==> config.mk <==
export PLATFORM = sky130hd
export DESIGN_NAME = loop_filter_pi
export DESIGN_NICKNAME = d
export VERILOG_FILES = /design/src/rtl/adpll_pkg.sv /design/src/rtl/sat_signed.sv /design/src/rtl/loop_filter_pi.sv
export SDC_FILE = /design/constraint.sdc
export NUM_CORES = 1
export LEC_CHECK = 0
export ABC_AREA = 0
export BUFFER_PORTS_ARGS = -buffer_cell sky130_fd_sc_hd__buf_2
export CAP_MARGIN = 20
export CORE_UTILIZATION = 42
export CTS_CLUSTER_DIAMETER = 80
export CTS_CLUSTER_SIZE = 10
export DETAILED_ROUTE_END_ITERATION = 16
export HOLD_SLACK_MARGIN = 0.02
export SLEW_MARGIN = 20
export SYNTH_ARGS = -nofsm -noshare
export SYNTH_HDL_FRONTEND = slang
export SYNTH_SLANG_ARGS = --single-unit
==> constraint.sdc <==
create_clock -name clk_i -period 4.45 [get_ports clk_i]
set_clock_uncertainty 0.1 [all_clocks]
set_input_delay 0.445 -clock clk_i [delete_from_list [all_inputs] [get_ports clk_i]]
set_output_delay 0.445 -clock clk_i [all_outputs]
set_load 0.05 [all_outputs]
==> src/rtl/adpll_pkg.sv <==
// Shared ADPLL definitions: lock-state encodings, gain-shift width and the
// default datapath widths shared by the error combiner, loop filter and DCO.
package adpll_pkg;

  typedef enum logic [1:0] {
    UNLOCKED = 2'd0,
    LOCKING  = 2'd1,
    LOCKED   = 2'd2
  } lock_state_t;

  localparam int GAIN_SHIFT_WIDTH = 3;
  localparam int ERROR_WIDTH_DEF  = 8;
  localparam int CTRL_WIDTH_DEF   = 12;
  localparam int FRAC_WIDTH_DEF   = 6;

endpackage

==> src/rtl/sat_signed.sv <==
// Combinational signed clamp: narrows a signed value to OUT_WIDTH bits,
// clamping to the most positive/negative code instead of wrapping.
module sat_signed #(
  parameter int IN_WIDTH  = 13,
  parameter int OUT_WIDTH = 12
) (
  input  logic signed [IN_WIDTH-1:0]  value,
  output logic signed [OUT_WIDTH-1:0] clamped
);

  logic [IN_WIDTH-OUT_WIDTH:0] top_bits;

  // The value fits when every bit from the output sign bit upward agrees.
  always_comb begin
    top_bits = value[IN_WIDTH-1:OUT_WIDTH-1];
    clamped  = value[OUT_WIDTH-1:0];
    if (!((&top_bits) || !(|top_bits))) begin
      if (value[IN_WIDTH-1]) begin
        clamped = {1'b1, {(OUT_WIDTH-1){1'b0}}};
      end else begin
        clamped = {1'b0, {(OUT_WIDTH-1){1'b1}}};
      end
    end
  end

endmodule

==> src/rtl/loop_filter_pi.sv <==
// ADPLL proportional-integral loop filter: saturating integrator plus shifted
// proportional path, two-stage registered DCO control word and lock detector.
module loop_filter_pi
  import adpll_pkg::*;
#(
  parameter int ERROR_WIDTH = ERROR_WIDTH_DEF,
  parameter int CTRL_WIDTH  = CTRL_WIDTH_DEF,
  parameter int FRAC_WIDTH  = FRAC_WIDTH_DEF,
  parameter int LOCK_THRESH = 2,
  parameter int LOCK_COUNT  = 16,
  parameter int CTRL_INIT   = 0
) (
  input  logic                          clk_i,
  input  logic                          reset_i,
  input  logic signed [ERROR_WIDTH-1:0] error_i,
  input  logic                          error_valid_i,
  input  logic [GAIN_SHIFT_WIDTH-1:0]   kp_shift_i,
  input  logic [GAIN_SHIFT_WIDTH-1:0]   ki_shift_i,
  input  logic                          freeze_i,
  output logic signed [CTRL_WIDTH-1:0]  ctrl_o,
  output logic                          ctrl_valid_o,
  output logic                          locked_o
);

  localparam int ACC_WIDTH  = CTRL_WIDTH + FRAC_WIDTH;
  localparam int PROP_WIDTH = CTRL_WIDTH + 8;
  localparam int CNT_WIDTH  = $clog2(LOCK_COUNT + 1);

  localparam logic signed [ACC_WIDTH-1:0]  INTEG_INIT = $signed(ACC_WIDTH'(CTRL_INIT)) <<< FRAC_WIDTH;
  localparam logic signed [CTRL_WIDTH-1:0] CTRL_RESET = CTRL_WIDTH'(CTRL_INIT);
  localparam logic [CNT_WIDTH-1:0]         COUNT_TARGET = CNT_WIDTH'(LOCK_COUNT);
  localparam logic [ERROR_WIDTH:0]         THRESH = (ERROR_WIDTH + 1)'(LOCK_THRESH);

  logic signed [ACC_WIDTH-1:0]  integ, err_acc, inc, integ_next;
  logic signed [ACC_WIDTH:0]    integ_sum;
  logic signed [PROP_WIDTH-1:0] prop, prop_q;
  logic signed [PROP_WIDTH:0]   out_sum;
  logic signed [CTRL_WIDTH-1:0] ctrl_next;
  logic                         s1_valid;

  logic signed [ERROR_WIDTH:0]  err_wide;
  logic [ERROR_WIDTH:0]         err_abs;
  logic                         in_window;
  lock_state_t                  state, state_next;
  logic [CNT_WIDTH-1:0]         count, count_next;

  // Sums are formed one bit wider than their registers so the clamps see true overflow.
  always_comb begin
    err_acc   = ACC_WIDTH'(error_i);
    inc       = (err_acc <<< FRAC_WIDTH) >>> ki_shift_i;
    integ_sum = (ACC_WIDTH + 1)'(integ) + (ACC_WIDTH + 1)'(inc);
    prop      = PROP_WIDTH'(error_i) <<< kp_shift_i;
    out_sum   = (PROP_WIDTH + 1)'(integ >>> FRAC_WIDTH) + (PROP_WIDTH + 1)'(prop_q);
  end

  sat_signed #(.IN_WIDTH(ACC_WIDTH + 1), .OUT_WIDTH(ACC_WIDTH)) u_sat_integ (
    .value   (integ_sum),
    .clamped (integ_next)
  );

  sat_signed #(.IN_WIDTH(PROP_WIDTH + 1), .OUT_WIDTH(CTRL_WIDTH)) u_sat_ctrl (
    .value   (out_sum),
    .clamped (ctrl_next)
  );

  always_ff @(posedge clk_i or posedge reset_i) begin
    if (reset_i) begin
      integ        <= INTEG_INIT;
      prop_q       <= '0;
      s1_valid     <= 1'b0;
      ctrl_o       <= CTRL_RESET;
      ctrl_valid_o <= 1'b0;
    end else begin
      s1_valid     <= error_valid_i;
      ctrl_valid_o <= s1_valid;
      if (error_valid_i) begin
        prop_q <= prop;
        if (!freeze_i) integ <= integ_next;
      end
      if (s1_valid) ctrl_o <= ctrl_next;
    end
  end

  // Magnitude needs one extra bit so the most negative error is not in-window.
  always_comb begin
    err_wide  = (ERROR_WIDTH + 1)'(error_i);
    err_abs   = err_wide[ERROR_WIDTH] ? $unsigned(-err_wide) : $unsigned(err_wide);
    in_window = (err_abs <= THRESH);
  end

  always_comb begin
    state_next = state;
    count_next = count;
    if (error_valid_i) begin
      if (!in_window) begin
        state_next = UNLOCKED;
        count_next = '0;
      end else begin
        case (state)
          UNLOCKED, LOCKING: begin
            count_next = (state == UNLOCKED) ? CNT_WIDTH'(1) : count + CNT_WIDTH'(1);
            state_next = (count_next >= COUNT_TARGET) ? LOCKED : LOCKING;
          end
          LOCKED: ;
          default: begin
            state_next = UNLOCKED;
            count_next = '0;
          end
        endcase
      end
    end
  end

  always_ff @(posedge clk_i or posedge reset_i) begin
    if (reset_i) begin
      state    <= UNLOCKED;
      count    <= '0;
      locked_o <= 1'b0;
    end else begin
      state    <= state_next;
      count    <= count_next;
      locked_o <= (state_next == LOCKED);
    end
  end

endmodule

==> flow_summary.toml <==
[status]
status = "complete, no violations"

[yosys]
syn_nets = 589
yosysMostFrequentCell = "nand2_1"
syn-cell-area_sq_um = 4487
synth-simple-area-share_pct = 17.07
yosysTopAreaCellShare_pct = 30.67
postSynthRegisterBits = 55
synth-edff-count = 0
synth-compound-area-share_pct = 26.24
seq_area_frac_synth_pct = 30.67
synth_top_family_by_area = "compound AO/OA/AOI/OAI gates"
synth-adder-area-share_pct = 10.65
ys_types = 65
netlist_top_cells_count = "nand2_1, a21oi_1, dfrtp_1, nor2_1, o21ai_0"
synthMuxAreaShare_pct = 5.856
ys_async_sr_fraction_pct = 100.0
synth_area_leader_cell = "dfrtp_1"
synth.avg_cell_area_sq_um = 8.402
synth_xor_xnor_area_share_pct = 5.270
netlist_top_cells_area = "dfrtp_1, ha_1, a21oi_1, nand2_1, o21ai_0"
syn-instance-count = 534
synthFlopType = "dfrtp_1"
yosys_warnings = 0

[timing]
setup_violations = 0
fmax_mhz = 266.6
slew_violations = 0
grt_setup_unrepaired = "false"
timing.final.crit_period_ps = 3751
fin_tns_setup_ps = 0
tightest_slew_ps = 881.4
period_share_pct = 84.28
final-hold-violation-count = 0
max_slew_margin_pct = 41.24

[critical_path]
cp_max_fo = 15
path_buf_inv = 2
worstSetupPathType = "input port to flip-flop"
cpPeakStageDelay_ps = 390
crit_arrival_ps = 3860
regToRegSetupSlack_ps = 870
r2r-end = "ctrl_o[5]"
cp_top_family = "compound AO/OA/AOI/OAI gates"
rr_startpoint = "integ[6]"
crit_path_cell_trace = "buf_2 -> mux2_2 -> nor2_1 -> a21oi_1 -> nand2_1 -> nand2_1 -> ha_1 -> nand3_1 -> o2111ai_1 -> nor3_1 -> o31ai_1 -> a211oi_1 -> or3_1 -> and2_0 -> o21bai_2 -> buf_12 -> o21ai_0"
rr_worst_depth = 11
cp_slowest_cell = "mux2_2"
critPathCaptureType = "flip-flop"
startpoint_type = "input port"
required_ps = 4550
cpMostUsedCell = "nand2_1"
path_depth = 17

[global_route]
grt_pass1_vias = 3652
overflow = 0
grt_max_degree = 42
groute.usage.overall_pct = 19.68
grt_pass1_wl_mm = 17.62
antenna_found_initial = 0

[routing]
totalWireLength_mm = 10.58
wire_per_inst_um = 15.31
first_iter_violations = 177
drtPass1Iterations = 4
drtAntennaViolNets = 0
via_count = 3898
drc_errors = 0
vias_per_cell = 5.641

[finish]
area_delta_synth_final_pct = 8.282
utilization_pct = 47.06
diodes = 0
drive_above_1_share_pct = 11.71
nNetsFinal = 610
final_area_sq_um = 4858

[min_path]
min_from = "error_i[0]"
hold_depth = 3
min_path_type = "input port to flip-flop"
holdPathEnd = "prop_q[4]"

[clocking]
cts_max_path_buffers = 2
h-tree-depth = 2
cts_tree = "built"
clk_pin_slew_ps = 100
clock-sinks = 55
holdBufCountCts = 1
cts.repair.resized = 0
cts_made_buffers = 5
cts_setup_buffers = 0
clock-root-buffer = "clkbuf_8"
insertion_delay_ps = 320

[floorplan]
fp.dieH_um = 105.4
start_util_pct = 43.46
coreArea_sq_um = 10320
dieWidth_um = 105.4
pin_count = 32
std_cell_rows = 37
die-area_sq_um = 11100

[place]
gp_congestion = 0.8708
placed_area_sq_um = 4766
hpwl_mm = 8.005
port_buffers = 31

[power]
p_leak_uw = 0.002208
p_per_area_nw_per_um2 = 645.7
peakVddDrop_uv = 286.9

[run]
cap_violations = 0
## layout by cell type (no fill, tap or decap), types with 3 or more instances in the layout
cell type  count
nand2_1       58
clkbuf_8       5
xnor2_1       18
mux2_2        10
nand3_1       18
nor3_1        11
buf_4          5
dfrtp_1       55
ha_1          35
xor2_1         9
a31oi_1        3
o22ai_1        4
mux2i_1       15
a211oi_1       3
inv_1         21
o21ai_1        9
nand4_1        5
nand2b_1       5
and2_1         4
a21oi_1       55
nor2_1        38
a21o_1        12
o21a_1        10
nor2b_1       17
a311o_1       13
o21ai_0       37
buf_2         31
## per-layer routing
layer  up-vias  GRT usage [%]  part of all wire (%)
met5         -              0                     0
met4         0          6.640                   2.3
met3        15          2.226                   3.3
met2        77          31.77                    45
met1      1820          27.32                    49
li1       1986              -                     -
## through the flow
| stage | power (uW) | hold slack, ps | worst slack (ps) | instances |
|---|---|---|---|---|
| 3_5_place_dp | 2850 | 328.8 | 395.7 | 683 |
| 5_1_grt | 3405 | 398.0 | 433.3 | 691 |
| 4_1_cts | 3142 | 363.5 | 737.2 | 691 |
| 6_report | 3137 | 378.3 | 699.5 | 691 |
| 2_1_floorplan | 2419 | 350.2 | 517.2 | 534 |
| 3_3_place_gp | 2816 | 324.5 | 486.8 | 683 |
## where the power goes
part,internal [uW],total [uW],switching [uW],leakage [uW]
combinational,833,2070,1240,0.00149
clock,108,281,172,0.0000440
sequential,653,787,133,0.000676
## registers in the layout, summed over array words and instances, names as in the netlist
register,count
integ,18
prop_q,15
ctrl_o,12
count,5
state,2
ctrl_valid_o,1
locked_o,1
s1_valid,1
## how the worst max path moves through the flow
stage,slack (ps),end,startpoint
global route,430,integ[7],ki_shift_i[1]
floorplan,520,integ[12],ki_shift_i[1]
detailed placement,400,integ[9],ki_shift_i[1]
global placement,490,integ[11],ki_shift_i[1]
CTS,740,integ[9],ki_shift_i[1]
finish,700,integ[9],ki_shift_i[1]
## final cells by class
class,count,area (sq um)
Fill cell,1042,5465
Multi-Input combinational cell,432,2920
Sequential cell,55,1376
Timing Repair Buffer,38,222.7
Tap cell,136,170.2
Inverter,23,86.33
Clock buffer,5,68.82
Clock inverter,2,13.76
## worst min-delay path: cells and delay by family
family,cells,cell delay [ps]
buf+inv,1,150
simple gates,1,80
compound gates,1,80
## cell families (layout without fill, tap and decap cells)
family	Yosys count	after routing
xor gates and xnor gates	27	27
buffers and inverters	47	68
AOI/OAI and AO/OA	177	177
adders and majority gates	37	37
and+or+nand+nor	166	166
DFF	55	55
muxes	25	25
No activity file was read; power rests on OpenSTA's default activity.
